$ cat src/rtl/k005297_page_deframer_if.sv
// Bubble-memory page deframer bus: arm/abort control, serial bit input and byte/page status outputs.
interface k005297_page_deframer_if;
  logic       i_ARM;
  logic       i_ABORT;
  logic       i_BITSTRB;
  logic       i_BIT;
  logic [7:0] o_BYTE;
  logic       o_BYTE_VLD;
  logic       o_PAGE_DONE;
  logic       o_CRC_ERR;
  logic       o_BUSY;

  modport master (
    output i_ARM, i_ABORT, i_BITSTRB, i_BIT,
    input  o_BYTE, o_BYTE_VLD, o_PAGE_DONE, o_CRC_ERR, o_BUSY
  );

  modport slave (
    input  i_ARM, i_ABORT, i_BITSTRB, i_BIT,
    output o_BYTE, o_BYTE_VLD, o_PAGE_DONE, o_CRC_ERR, o_BUSY
  );
endinterface

$ cat src/rtl/k005297_page_deframer.sv
// Sync-word hunter and page deserializer for the bubble-memory read stream.
// Optional K005297_DEFRAMER_CRC_EN adds the 2-byte CRC-16-CCITT tail check.
module k005297_page_deframer #(
  parameter logic [15:0] SYNC_WORD  = 16'hA5C3,
  parameter int unsigned PAGE_BYTES = 64
) (
  input logic                      i_CLK,
  input logic                      i_MRST_n,
  input logic                      i_CEN_n,
  k005297_page_deframer_if.slave   bus
);

  localparam int unsigned HUNT_CW  = 5;
  localparam logic [HUNT_CW-1:0] HUNT_SAT = HUNT_CW'(16);
  localparam logic [7:0] LAST_BYTE = 8'(PAGE_BYTES - 1);

`ifdef K005297_DEFRAMER_CRC_EN
  typedef enum logic [2:0] {S_IDLE = 3'd0, S_HUNT = 3'd1, S_DATA = 3'd2,
                            S_CRC = 3'd3, S_DONE = 3'd4} state_t;
`else
  typedef enum logic [2:0] {S_IDLE = 3'd0, S_HUNT = 3'd1, S_DATA = 3'd2,
                            S_DONE = 3'd4} state_t;
`endif

  state_t               state_q, state_nxt;
  logic [15:0]          sr_q;
  logic [HUNT_CW-1:0]   hunt_cnt_q;
  logic [2:0]           bit_cnt_q;
  logic [7:0]           byte_cnt_q;
  logic [7:0]           byte_q;
  logic                 vld_q;
  logic                 done_q;
  logic                 busy_q;

  logic                 en_c;
  logic [15:0]          sr_shift_c;
  logic                 byte_end_c;
  logic                 lock_c;
  logic                 busy_nxt_c;

  assign en_c       = ~i_CEN_n;
  assign sr_shift_c = {sr_q[14:0], bus.i_BIT};
  assign byte_end_c = bus.i_BITSTRB && (bit_cnt_q == 3'd7);
  // A lock needs 16 real bits since arming; the cleared register alone never counts.
  assign lock_c     = bus.i_BITSTRB && (hunt_cnt_q >= HUNT_CW'(15)) && (sr_shift_c == SYNC_WORD);

`ifdef K005297_DEFRAMER_CRC_EN
  logic [15:0] crc_q;
  logic [15:0] crc_nxt_c;
  logic        crc_err_q;

  function automatic logic [15:0] crc_byte(input logic [15:0] c, input logic [7:0] d);
    logic [15:0] r;
    r = c;
    for (int i = 7; i >= 0; i--) begin
      r = (r[15] ^ d[i]) ? ({r[14:0], 1'b0} ^ 16'h1021) : {r[14:0], 1'b0};
    end
    return r;
  endfunction

  assign crc_nxt_c     = crc_byte(crc_q, sr_shift_c[7:0]);
  assign bus.o_CRC_ERR = crc_err_q;
`else
  logic done_pend_q;
  assign bus.o_CRC_ERR = 1'b0;
`endif

  // Next-state logic; abort overrides every transition.
  always_comb begin
    state_nxt = state_q;
    unique case (state_q)
      S_IDLE:  if (bus.i_ARM) state_nxt = S_HUNT;
      S_HUNT:  if (lock_c) state_nxt = S_DATA;
`ifdef K005297_DEFRAMER_CRC_EN
      S_DATA:  if (byte_end_c && byte_cnt_q == LAST_BYTE) state_nxt = S_CRC;
      S_CRC:   if (byte_end_c && byte_cnt_q == 8'd1) state_nxt = S_DONE;
`else
      S_DATA:  if (byte_end_c && byte_cnt_q == LAST_BYTE) state_nxt = S_DONE;
`endif
      S_DONE:  if (bus.i_ARM) state_nxt = S_HUNT;
      default: state_nxt = S_IDLE;
    endcase
    if (bus.i_ABORT) state_nxt = S_IDLE;
    busy_nxt_c = (state_nxt == S_HUNT) || (state_nxt == S_DATA)
`ifdef K005297_DEFRAMER_CRC_EN
                 || (state_nxt == S_CRC)
`endif
                 ;
  end

  always_ff @(posedge i_CLK or negedge i_MRST_n) begin
    if (!i_MRST_n)  state_q <= S_IDLE;
    else if (en_c)  state_q <= state_nxt;
  end

  // Datapath: shift register, counters, CRC and registered outputs.
  always_ff @(posedge i_CLK or negedge i_MRST_n) begin
    if (!i_MRST_n) begin
      sr_q        <= '0;
      hunt_cnt_q  <= '0;
      bit_cnt_q   <= '0;
      byte_cnt_q  <= '0;
      byte_q      <= '0;
      vld_q       <= 1'b0;
      done_q      <= 1'b0;
      busy_q      <= 1'b0;
`ifdef K005297_DEFRAMER_CRC_EN
      crc_q       <= 16'hFFFF;
      crc_err_q   <= 1'b0;
`else
      done_pend_q <= 1'b0;
`endif
    end else if (en_c) begin
      vld_q  <= 1'b0;
      done_q <= 1'b0;
      busy_q <= busy_nxt_c;
`ifndef K005297_DEFRAMER_CRC_EN
      done_q      <= done_pend_q & ~bus.i_ABORT;
      done_pend_q <= 1'b0;
`endif
      if (bus.i_ABORT) begin
        hunt_cnt_q <= '0;
        bit_cnt_q  <= '0;
        byte_cnt_q <= '0;
      end else begin
        unique case (state_q)
          S_IDLE, S_DONE: begin
            if (bus.i_ARM) begin
              sr_q       <= '0;
              hunt_cnt_q <= '0;
`ifdef K005297_DEFRAMER_CRC_EN
              crc_err_q  <= 1'b0;
`endif
            end
          end
          S_HUNT: begin
            if (bus.i_BITSTRB) begin
              sr_q <= sr_shift_c;
              if (hunt_cnt_q != HUNT_SAT) hunt_cnt_q <= hunt_cnt_q + HUNT_CW'(1);
              if (lock_c) begin
                bit_cnt_q  <= '0;
                byte_cnt_q <= '0;
`ifdef K005297_DEFRAMER_CRC_EN
                crc_q      <= 16'hFFFF;
`endif
              end
            end
          end
          S_DATA: begin
            if (bus.i_BITSTRB) begin
              sr_q      <= sr_shift_c;
              bit_cnt_q <= bit_cnt_q + 3'd1;
              if (byte_end_c) begin
                byte_q <= sr_shift_c[7:0];
                vld_q  <= 1'b1;
`ifdef K005297_DEFRAMER_CRC_EN
                crc_q  <= crc_nxt_c;
`endif
                if (byte_cnt_q == LAST_BYTE) begin
                  byte_cnt_q <= '0;
`ifndef K005297_DEFRAMER_CRC_EN
                  done_pend_q <= 1'b1;
`endif
                end else begin
                  byte_cnt_q <= byte_cnt_q + 8'd1;
                end
              end
            end
          end
`ifdef K005297_DEFRAMER_CRC_EN
          S_CRC: begin
            if (bus.i_BITSTRB) begin
              sr_q      <= sr_shift_c;
              bit_cnt_q <= bit_cnt_q + 3'd1;
              if (byte_end_c) begin
                crc_q <= crc_nxt_c;
                if (byte_cnt_q == 8'd1) begin
                  byte_cnt_q <= '0;
                  done_q     <= 1'b1;
                  crc_err_q  <= (crc_nxt_c != 16'h0000);
                end else begin
                  byte_cnt_q <= byte_cnt_q + 8'd1;
                end
              end
            end
          end
`endif
          default: ;
        endcase
      end
    end
  end

  assign bus.o_BYTE      = byte_q;
  assign bus.o_BYTE_VLD  = vld_q;
  assign bus.o_PAGE_DONE = done_q;
  assign bus.o_BUSY      = busy_q;

endmodule

$ cat src/flat_wrapper.sv
// flat-port wrapper written by rule: the top's interface ports become plain ports
module k005297_page_deframer_flat 
#(
  parameter logic [15:0] SYNC_WORD  = 16'hA5C3,
  parameter int unsigned PAGE_BYTES = 64
)
  (i_CLK, i_MRST_n, i_CEN_n, bus_i_ARM, bus_i_ABORT, bus_i_BITSTRB, bus_i_BIT, bus_o_BYTE, bus_o_BYTE_VLD, bus_o_PAGE_DONE, bus_o_CRC_ERR, bus_o_BUSY);
  k005297_page_deframer_if bus_i ();
  input logic i_CLK;
  input logic i_MRST_n;
  input logic i_CEN_n;
  input wire logic [$bits(bus_i.i_ARM)-1:0] bus_i_ARM;
  input wire logic [$bits(bus_i.i_ABORT)-1:0] bus_i_ABORT;
  input wire logic [$bits(bus_i.i_BITSTRB)-1:0] bus_i_BITSTRB;
  input wire logic [$bits(bus_i.i_BIT)-1:0] bus_i_BIT;
  output wire logic [$bits(bus_i.o_BYTE)-1:0] bus_o_BYTE;
  output wire logic [$bits(bus_i.o_BYTE_VLD)-1:0] bus_o_BYTE_VLD;
  output wire logic [$bits(bus_i.o_PAGE_DONE)-1:0] bus_o_PAGE_DONE;
  output wire logic [$bits(bus_i.o_CRC_ERR)-1:0] bus_o_CRC_ERR;
  output wire logic [$bits(bus_i.o_BUSY)-1:0] bus_o_BUSY;
  assign bus_i.i_ARM = bus_i_ARM;
  assign bus_i.i_ABORT = bus_i_ABORT;
  assign bus_i.i_BITSTRB = bus_i_BITSTRB;
  assign bus_i.i_BIT = bus_i_BIT;
  assign bus_o_BYTE = bus_i.o_BYTE;
  assign bus_o_BYTE_VLD = bus_i.o_BYTE_VLD;
  assign bus_o_PAGE_DONE = bus_i.o_PAGE_DONE;
  assign bus_o_CRC_ERR = bus_i.o_CRC_ERR;
  assign bus_o_BUSY = bus_i.o_BUSY;
  k005297_page_deframer #(.SYNC_WORD(SYNC_WORD), .PAGE_BYTES(PAGE_BYTES)) u_core (.i_CLK(i_CLK), .i_MRST_n(i_MRST_n), .i_CEN_n(i_CEN_n), .bus(bus_i));
endmodule
$ cat config.mk
export PLATFORM = sky130hd
export DESIGN_NAME = k005297_page_deframer_flat
export DESIGN_NICKNAME = d
export VERILOG_FILES = /design/src/rtl/k005297_page_deframer_if.sv /design/src/rtl/k005297_page_deframer.sv /design/src/flat_wrapper.sv
export SDC_FILE = /design/constraint.sdc
export NUM_CORES = 1
export LEC_CHECK = 0
export ABC_CLOCK_PERIOD_IN_PS = 2300
export CORE_AREA = 2 2 69 71
export CTS_CLUSTER_DIAMETER = 50
export DETAILED_ROUTE_END_ITERATION = 10
export DIE_AREA = 0 0 71 73
export PLACE_DENSITY_LB_ADDON = 0.05
export SYNTH_ARGS = -nofsm -noshare
export SYNTH_HDL_FRONTEND = slang
export SYNTH_SLANG_ARGS = --single-unit
export TNS_END_PERCENT = 100
$ cat constraint.sdc
create_clock -name i_CLK -period 2.3 [get_ports i_CLK]
set_clock_uncertainty 0.05 [all_clocks]
set_input_delay 0.46 -clock i_CLK [delete_from_list [all_inputs] [get_ports i_CLK]]
set_output_delay 0.46 -clock i_CLK [all_outputs]
set_load 0.005 [all_outputs]
==> flow_metrics.tcl, run 1 <==
set metrics [dict create \
    status "complete, no violations" \
    layout-drive-gt1-share_pct 20.4 \
    cts_tree "yes" \
    path_max_fanout 4 \
    crit_path_end "u_core.byte_cnt_q[0]" \
    slew_headroom_pct 57.6 \
    min_period_over_period_pct 90.9 \
    gp_congestion 0.826 \
    p_per_area_nw_per_um2 565 \
    startpoint "u_core.sr_q[2]" \
    clkTransAtPathRegs_ns 0.09 \
    slew_viol_final 0 \
    final_common_cell "nand2_1" \
    clock-sinks 46 \
    htreeDepth 2 \
    io_pins 19 \
    cts-root-buf "clkbuf_8" \
    maxCapViolCount 0 \
    fp-row-count 25 \
    tightest_slew_ns 0.630 \
    detail-route-antenna-nets 0 \
    ys_ff_latch 46 \
    timing_hold_violations_final 0 \
    fin_tns_setup_ns 0 \
    arrival_ns 2.24 \
    die_y_um 73 \
    synth_nets 255 \
    overflow 0 \
    cp.required_ns 2.45 \
    finalSetupViolCount 0 \
    dieArea_um2 5180 \
    hp-class "input pin to asynchronous set/reset pin" \
    antenna_found_initial 0 \
    fin_area_um2 2890 \
    period_minus_slack_ns 2.09 \
    syn_to_final_growth_pct 21.1 \
    grt_pass1_wl_mm 8.55 \
    clockBufferDepth 2 \
    start_util_pct 52.7 \
    rsz0062_at_grt "false" \
    wl_mm 4.96 \
    r2r_start "u_core.sr_q[2]" \
    wire_per_inst_um 14.9 \
    portBuffers 17 \
    p_leak_nw 1.28 \
    grt_pass1_vias 1793 \
    ff2ff_path_depth 5 \
    startpoint_type "register" \
    syn-cell-area_um2 2390 \
    track_usage_pct 21.3 \
    fp.dieW_um 71 \
    cts_made_buffers 5 \
    avgSynthCellArea_um2 9.87 \
    async_reset_ff_share_pct 100 \
    via_per_inst 5.74 \
    post_cts_buffers 0 \
    critPathCaptureType "register" \
    drt_first_pass_iters 4 \
    antenna_cells 0 \
    drc_errors 0 \
    synthCells 242 \
    core-area_um2 4540 \
    vias 1911 \
    dpl_cell_area_um2 2770 \
    clk_latency_ns 0.30 \
    rrSetupSlack_ns 0.21 \
    hold_ws_ns 0.0730 \
    yosys.cell_types.count 53 \
    ys_seq_area_share_pct 48.2 \
    r2r_end "u_core.byte_cnt_q[0]" \
    grt_max_degree 31 \
    worst_ir_drop_vdd_mv 0.298 \
    worstSetupPathType "register to register" \
    dp_hpwl_mm 3.57 \
    synth_edf_count 0 \
    final_cell_mix "48 x nand2_1, 46 x dfrtp_1, 26 x o21ai_0" \
    max_freq_ghz 0.478 \
    yosysWarningCount 0 \
    ys.flop_type "dfrtp_1" \
    dr.first_iter.drc_count 114 \
    layout.nets 291 \
]
==> metrics by stage <==
stage          cells  setup slack, ns  util (%)  power [mW]
2_1_floorplan    242            0.203         -       0.955
3_3_place_gp     325           0.0257      61.0        1.04
3_5_place_dp     325         -0.00284      61.0        1.04
4_1_cts          333           0.0435      63.5        1.65
5_1_grt          333           0.0709      63.8        1.69
6_report         333            0.210      63.8        1.63
==> worst min path at each step <==
stage | start | end | slack, ns | cells after the start
global route | i_MRST_n | u_core.state_q[1] | 0.12 | 1
CTS | i_MRST_n | u_core.sr_q[14] | 0.09 | 1
finish | i_MRST_n | u_core.bus.o_PAGE_DONE | 0.07 | 1
floorplan | i_MRST_n | u_core.bit_cnt_q[0] | 0.11 | 0
global placement | u_core.bus.o_BYTE_VLD | u_core.bus.o_BYTE_VLD | 0.41 | 1
detailed placement | i_MRST_n | u_core.bus.o_PAGE_DONE | 0.42 | 1
==> registers in the layout, indices dropped and copies added (netlist names) <==
signal                  cells
u_core.byte_cnt_q           8
u_core.done_pend_q          1
u_core.sr_q                15
u_core.bus.o_PAGE_DONE      1
u_core.state_q              3
u_core.bus.o_BYTE           8
u_core.bus.o_BUSY           1
u_core.bit_cnt_q            3
u_core.hunt_cnt_q           5
u_core.bus.o_BYTE_VLD       1
==> cells by family after synthesis <==
| family | count (synthesis) | synth area share, % |
|---|---|---|
| buffers and inverters | 20 | 3.51 |
| other | 1 | 0.157 |
| AND/OR/NAND/NOR | 94 | 21.0 |
| flip-flops | 46 | 48.2 |
| multiplexers | 11 | 5.50 |
| adder cells (fa/ha/maj) | 6 | 3.14 |
| AO/OA/AOI/OAI | 64 | 18.5 |
==> where the power goes <==
group / internal [mW] / switching, mW / total [mW] / leakage [nW]
sequential: 0.829 / 0.0219 / 0.851 / 0.637
clock: 0.324 / 0.286 / 0.610 / 0.0514
combinational: 0.0741 / 0.0995 / 0.174 / 0.591
total: 1.23 / 0.407 / 1.63 / 1.28
==> what timing repair did <==
| item | CTS | global route |
|---|---|---|
| setup endpoints to repair | 0 | 9 |
| hold buffers | 0 | 0 |
| gates resized for setup | 0 | 2 |
==> metal layers <==
layer  global-route usage [%]  part of all wire [%]  up-vias
met1                     29.8                    47      929
met4                     9.22                   2.1        0
met3                     4.14                   3.9       11
met2                     32.4                    47       33
met5                        0                     0        -
li1                         -                     -      938
==> cell type report <==
class	count	area (µm²)
fill	403	1640
multi-input combinational	176	1170
sequential	46	1150
timing repair buffer	40	363
clock buffer	6	72.6
tap	54	67.6
clock inverter	2	37.5
inverter	9	33.8
==> synthesized netlist by cell type (2+ instances only) <==
| cell | count | area share (%) |
|---|---|---|
| nor2_1 | 11 | 1.7 |
| nand3_1 | 2 | 0.42 |
| and2_1 | 2 | 0.52 |
| nand4_1 | 2 | 0.52 |
| o21ai_1 | 4 | 0.84 |
| o21ai_0 | 27 | 5.7 |
| a22o_1 | 3 | 1.1 |
| buf_2 | 4 | 0.84 |
| inv_1 | 9 | 1.4 |
| nand3b_1 | 2 | 0.63 |
| clkbuf_1 | 6 | 0.94 |
| and3_1 | 5 | 1.3 |
| o32ai_1 | 2 | 0.73 |
| a31oi_1 | 2 | 0.52 |
| ha_1 | 6 | 3.1 |
| mux2_2 | 9 | 4.2 |
| nand2b_1 | 3 | 0.79 |
| nor3_1 | 3 | 0.63 |
| nand2_1 | 48 | 7.5 |
| or4bb_1 | 2 | 0.94 |
| mux2_4 | 2 | 1.3 |
| nor4_1 | 2 | 0.52 |
| nor3b_2 | 2 | 1.0 |
| a21oi_1 | 7 | 1.5 |
| o31ai_1 | 4 | 1.3 |
| dfrtp_1 | 46 | 48 |
==> critical path, stage by stage, from the launching register on <==
cell and delay (ns):
dfrtp_1 0.42, or4b_4 0.56, a211oi_4 0.21, a41oi_2 0.21, a21boi_4 0.23, mux2_4 0.31
Note: power is estimated with default switching activity, not from simulation.
==> inputs of run 2 (changes only) <==
--- a/config.mk
+++ b/config.mk
@@ -10,7 +10,7 @@
 export CTS_CLUSTER_DIAMETER = 50
 export DETAILED_ROUTE_END_ITERATION = 10
 export DIE_AREA = 0 0 71 73
-export PLACE_DENSITY_LB_ADDON = 0.05
+export PLACE_DENSITY = 0.83
 export SYNTH_ARGS = -nofsm -noshare
 export SYNTH_HDL_FRONTEND = slang
 export SYNTH_SLANG_ARGS = --single-unit
==> flow_metrics.tcl, run 2 (synthesis results as in run 1) <==
set metrics [dict create \
    start_util_pct 52.7 \
    antenna_cells 0 \
    slew_headroom_pct 54.8 \
    detail-route-antenna-nets 0 \
    cts_tree "yes" \
    timing_hold_violations_final 0 \
    portBuffers 17 \
    arrival_ns 2.28 \
    status "complete, no violations" \
    hp-class "input pin to asynchronous set/reset pin" \
    die_y_um 73 \
    via_per_inst 5.82 \
    worstSetupPathType "register to register" \
    cp.required_ns 2.44 \
    regMostFlops "u_core.sr_q" \
    io_pins 19 \
    antenna_found_initial 0 \
    p_leak_nw 1.24 \
    dieArea_um2 5180 \
    final_cell_mix "48 x nand2_1, 46 x dfrtp_1, 26 x o21ai_0" \
    critPathCaptureType "register" \
    fp-row-count 25 \
    min_period_over_period_pct 93.2 \
    worst_ir_drop_vdd_mv 0.358 \
    dr.first_iter.drc_count 159 \
    fp.dieW_um 71 \
    cts-root-buf "clkbuf_8" \
    syn_to_final_growth_pct 17.9 \
    largest_reg_flops 15 \
    wire_per_inst_um 15.6 \
    period_minus_slack_ns 2.14 \
    max_freq_ghz 0.467 \
    final_common_cell "nand2_1" \
    gp_congestion 0.847 \
    hold_ws_ns 0.140 \
    dp_hpwl_mm 3.66 \
    overflow 0 \
    finalSetupViolCount 0 \
    post_cts_buffers 0 \
    tightest_slew_ns 0.678 \
    grt_max_degree 32 \
    cts_hold_buf 0 \
    drc_errors 0 \
    layout-drive-gt1-share_pct 19.6 \
    startpoint_type "register" \
    layout.nets 287 \
    track_usage_pct 21.7 \
    p_per_area_nw_per_um2 537 \
    wl_mm 5.14 \
    rsz0062_at_grt "false" \
    maxCapViolCount 0 \
    slew_viol_final 0 \
    grt_pass1_wl_mm 8.82 \
    fin_tns_setup_ns 0 \
    path_max_fanout 5 \
    grt_pass1_vias 1842 \
    clockBufferDepth 2 \
    clkTransAtPathRegs_ns 0.09 \
    core-area_um2 4540 \
    htreeDepth 2 \
    clock-sinks 46 \
    drt_first_pass_iters 4 \
    cts_made_buffers 5 \
    vias 1916 \
    clk_latency_ns 0.30 \
]
run 2: worst max-delay path: stages (launching register included):
cell and delay [ns]:
dfrtp_1 0.41, ha_1 0.20, and3_1 0.16, ha_1 0.14, nor2_1 0.06, a211oi_4 0.25
a41oi_2 0.21, a21boi_4 0.23, mux2_4 0.32
run 2: repair_timing:
action | in CTS | in global routing
setup endpoints to repair | 0 | 9
gates resized for setup | 0 | 2
hold endpoints to repair | 0 | 0
run 2: layer usage:
layer / vias up / track usage, % / share of wire, % / wire length (µm)
met2: 45 / 34.9 / 49 / 2520
met5: - / 0 / 0 / 0
met4: 0 / 7.13 / 1.7 / 87
met1: 932 / 29.1 / 45 / 2320
met3: 9 / 5.25 / 4.3 / 222
li1: 930 / - / - / -
run 2: layout make-up:
type | instances | area (µm²)
inverters | 9 | 33.8
clock buffers | 5 | 68.8
well taps | 54 | 67.6
clock inverters | 3 | 21.3
flip-flops and latches | 46 | 1150
multi-input cells | 176 | 1170
fillers | 368 | 1720
repair buffers | 36 | 308
run 2: final timing paths:
kind                                 startpoint                   end  slack, ns  cells past startpoint
setup / recovery           u_core.hunt_cnt_q[1]  u_core.byte_cnt_q[0]       0.16                      8
hold / removal                         i_MRST_n  u_core.bus.o_BYTE[1]       0.14                      1
setup reg to reg           u_core.hunt_cnt_q[1]  u_core.byte_cnt_q[0]       0.16                      8
hold reg to reg                 u_core.sr_q[14]       u_core.sr_q[14]       0.44                      2
max in group asynchronous              i_MRST_n   u_core.bit_cnt_q[2]       1.39                      2
min in group i_CLK              u_core.sr_q[14]       u_core.sr_q[14]       0.44                      2
run 2: metrics by stage:
step	worst slack, ns	util, %	total power [mW]	std cells	area (µm²)
global route	0.0234	62.1	1.59	329	2820
finish	0.157	62.1	1.51	329	2820
global placement	0.0890	59.8	1.03	321	2710
floorplan	0.203	-	0.955	242	2390
detailed placement	0.0366	59.8	1.03	321	2710
CTS	0.0162	61.8	1.52	329	2800
run 2: report_power, final:
part           leakage (nW)  internal [mW]  switching, mW  total, mW
Sequential            0.637          0.829         0.0227      0.852
Clock                0.0441          0.214          0.282      0.495
Combinational         0.560         0.0673         0.0986      0.166
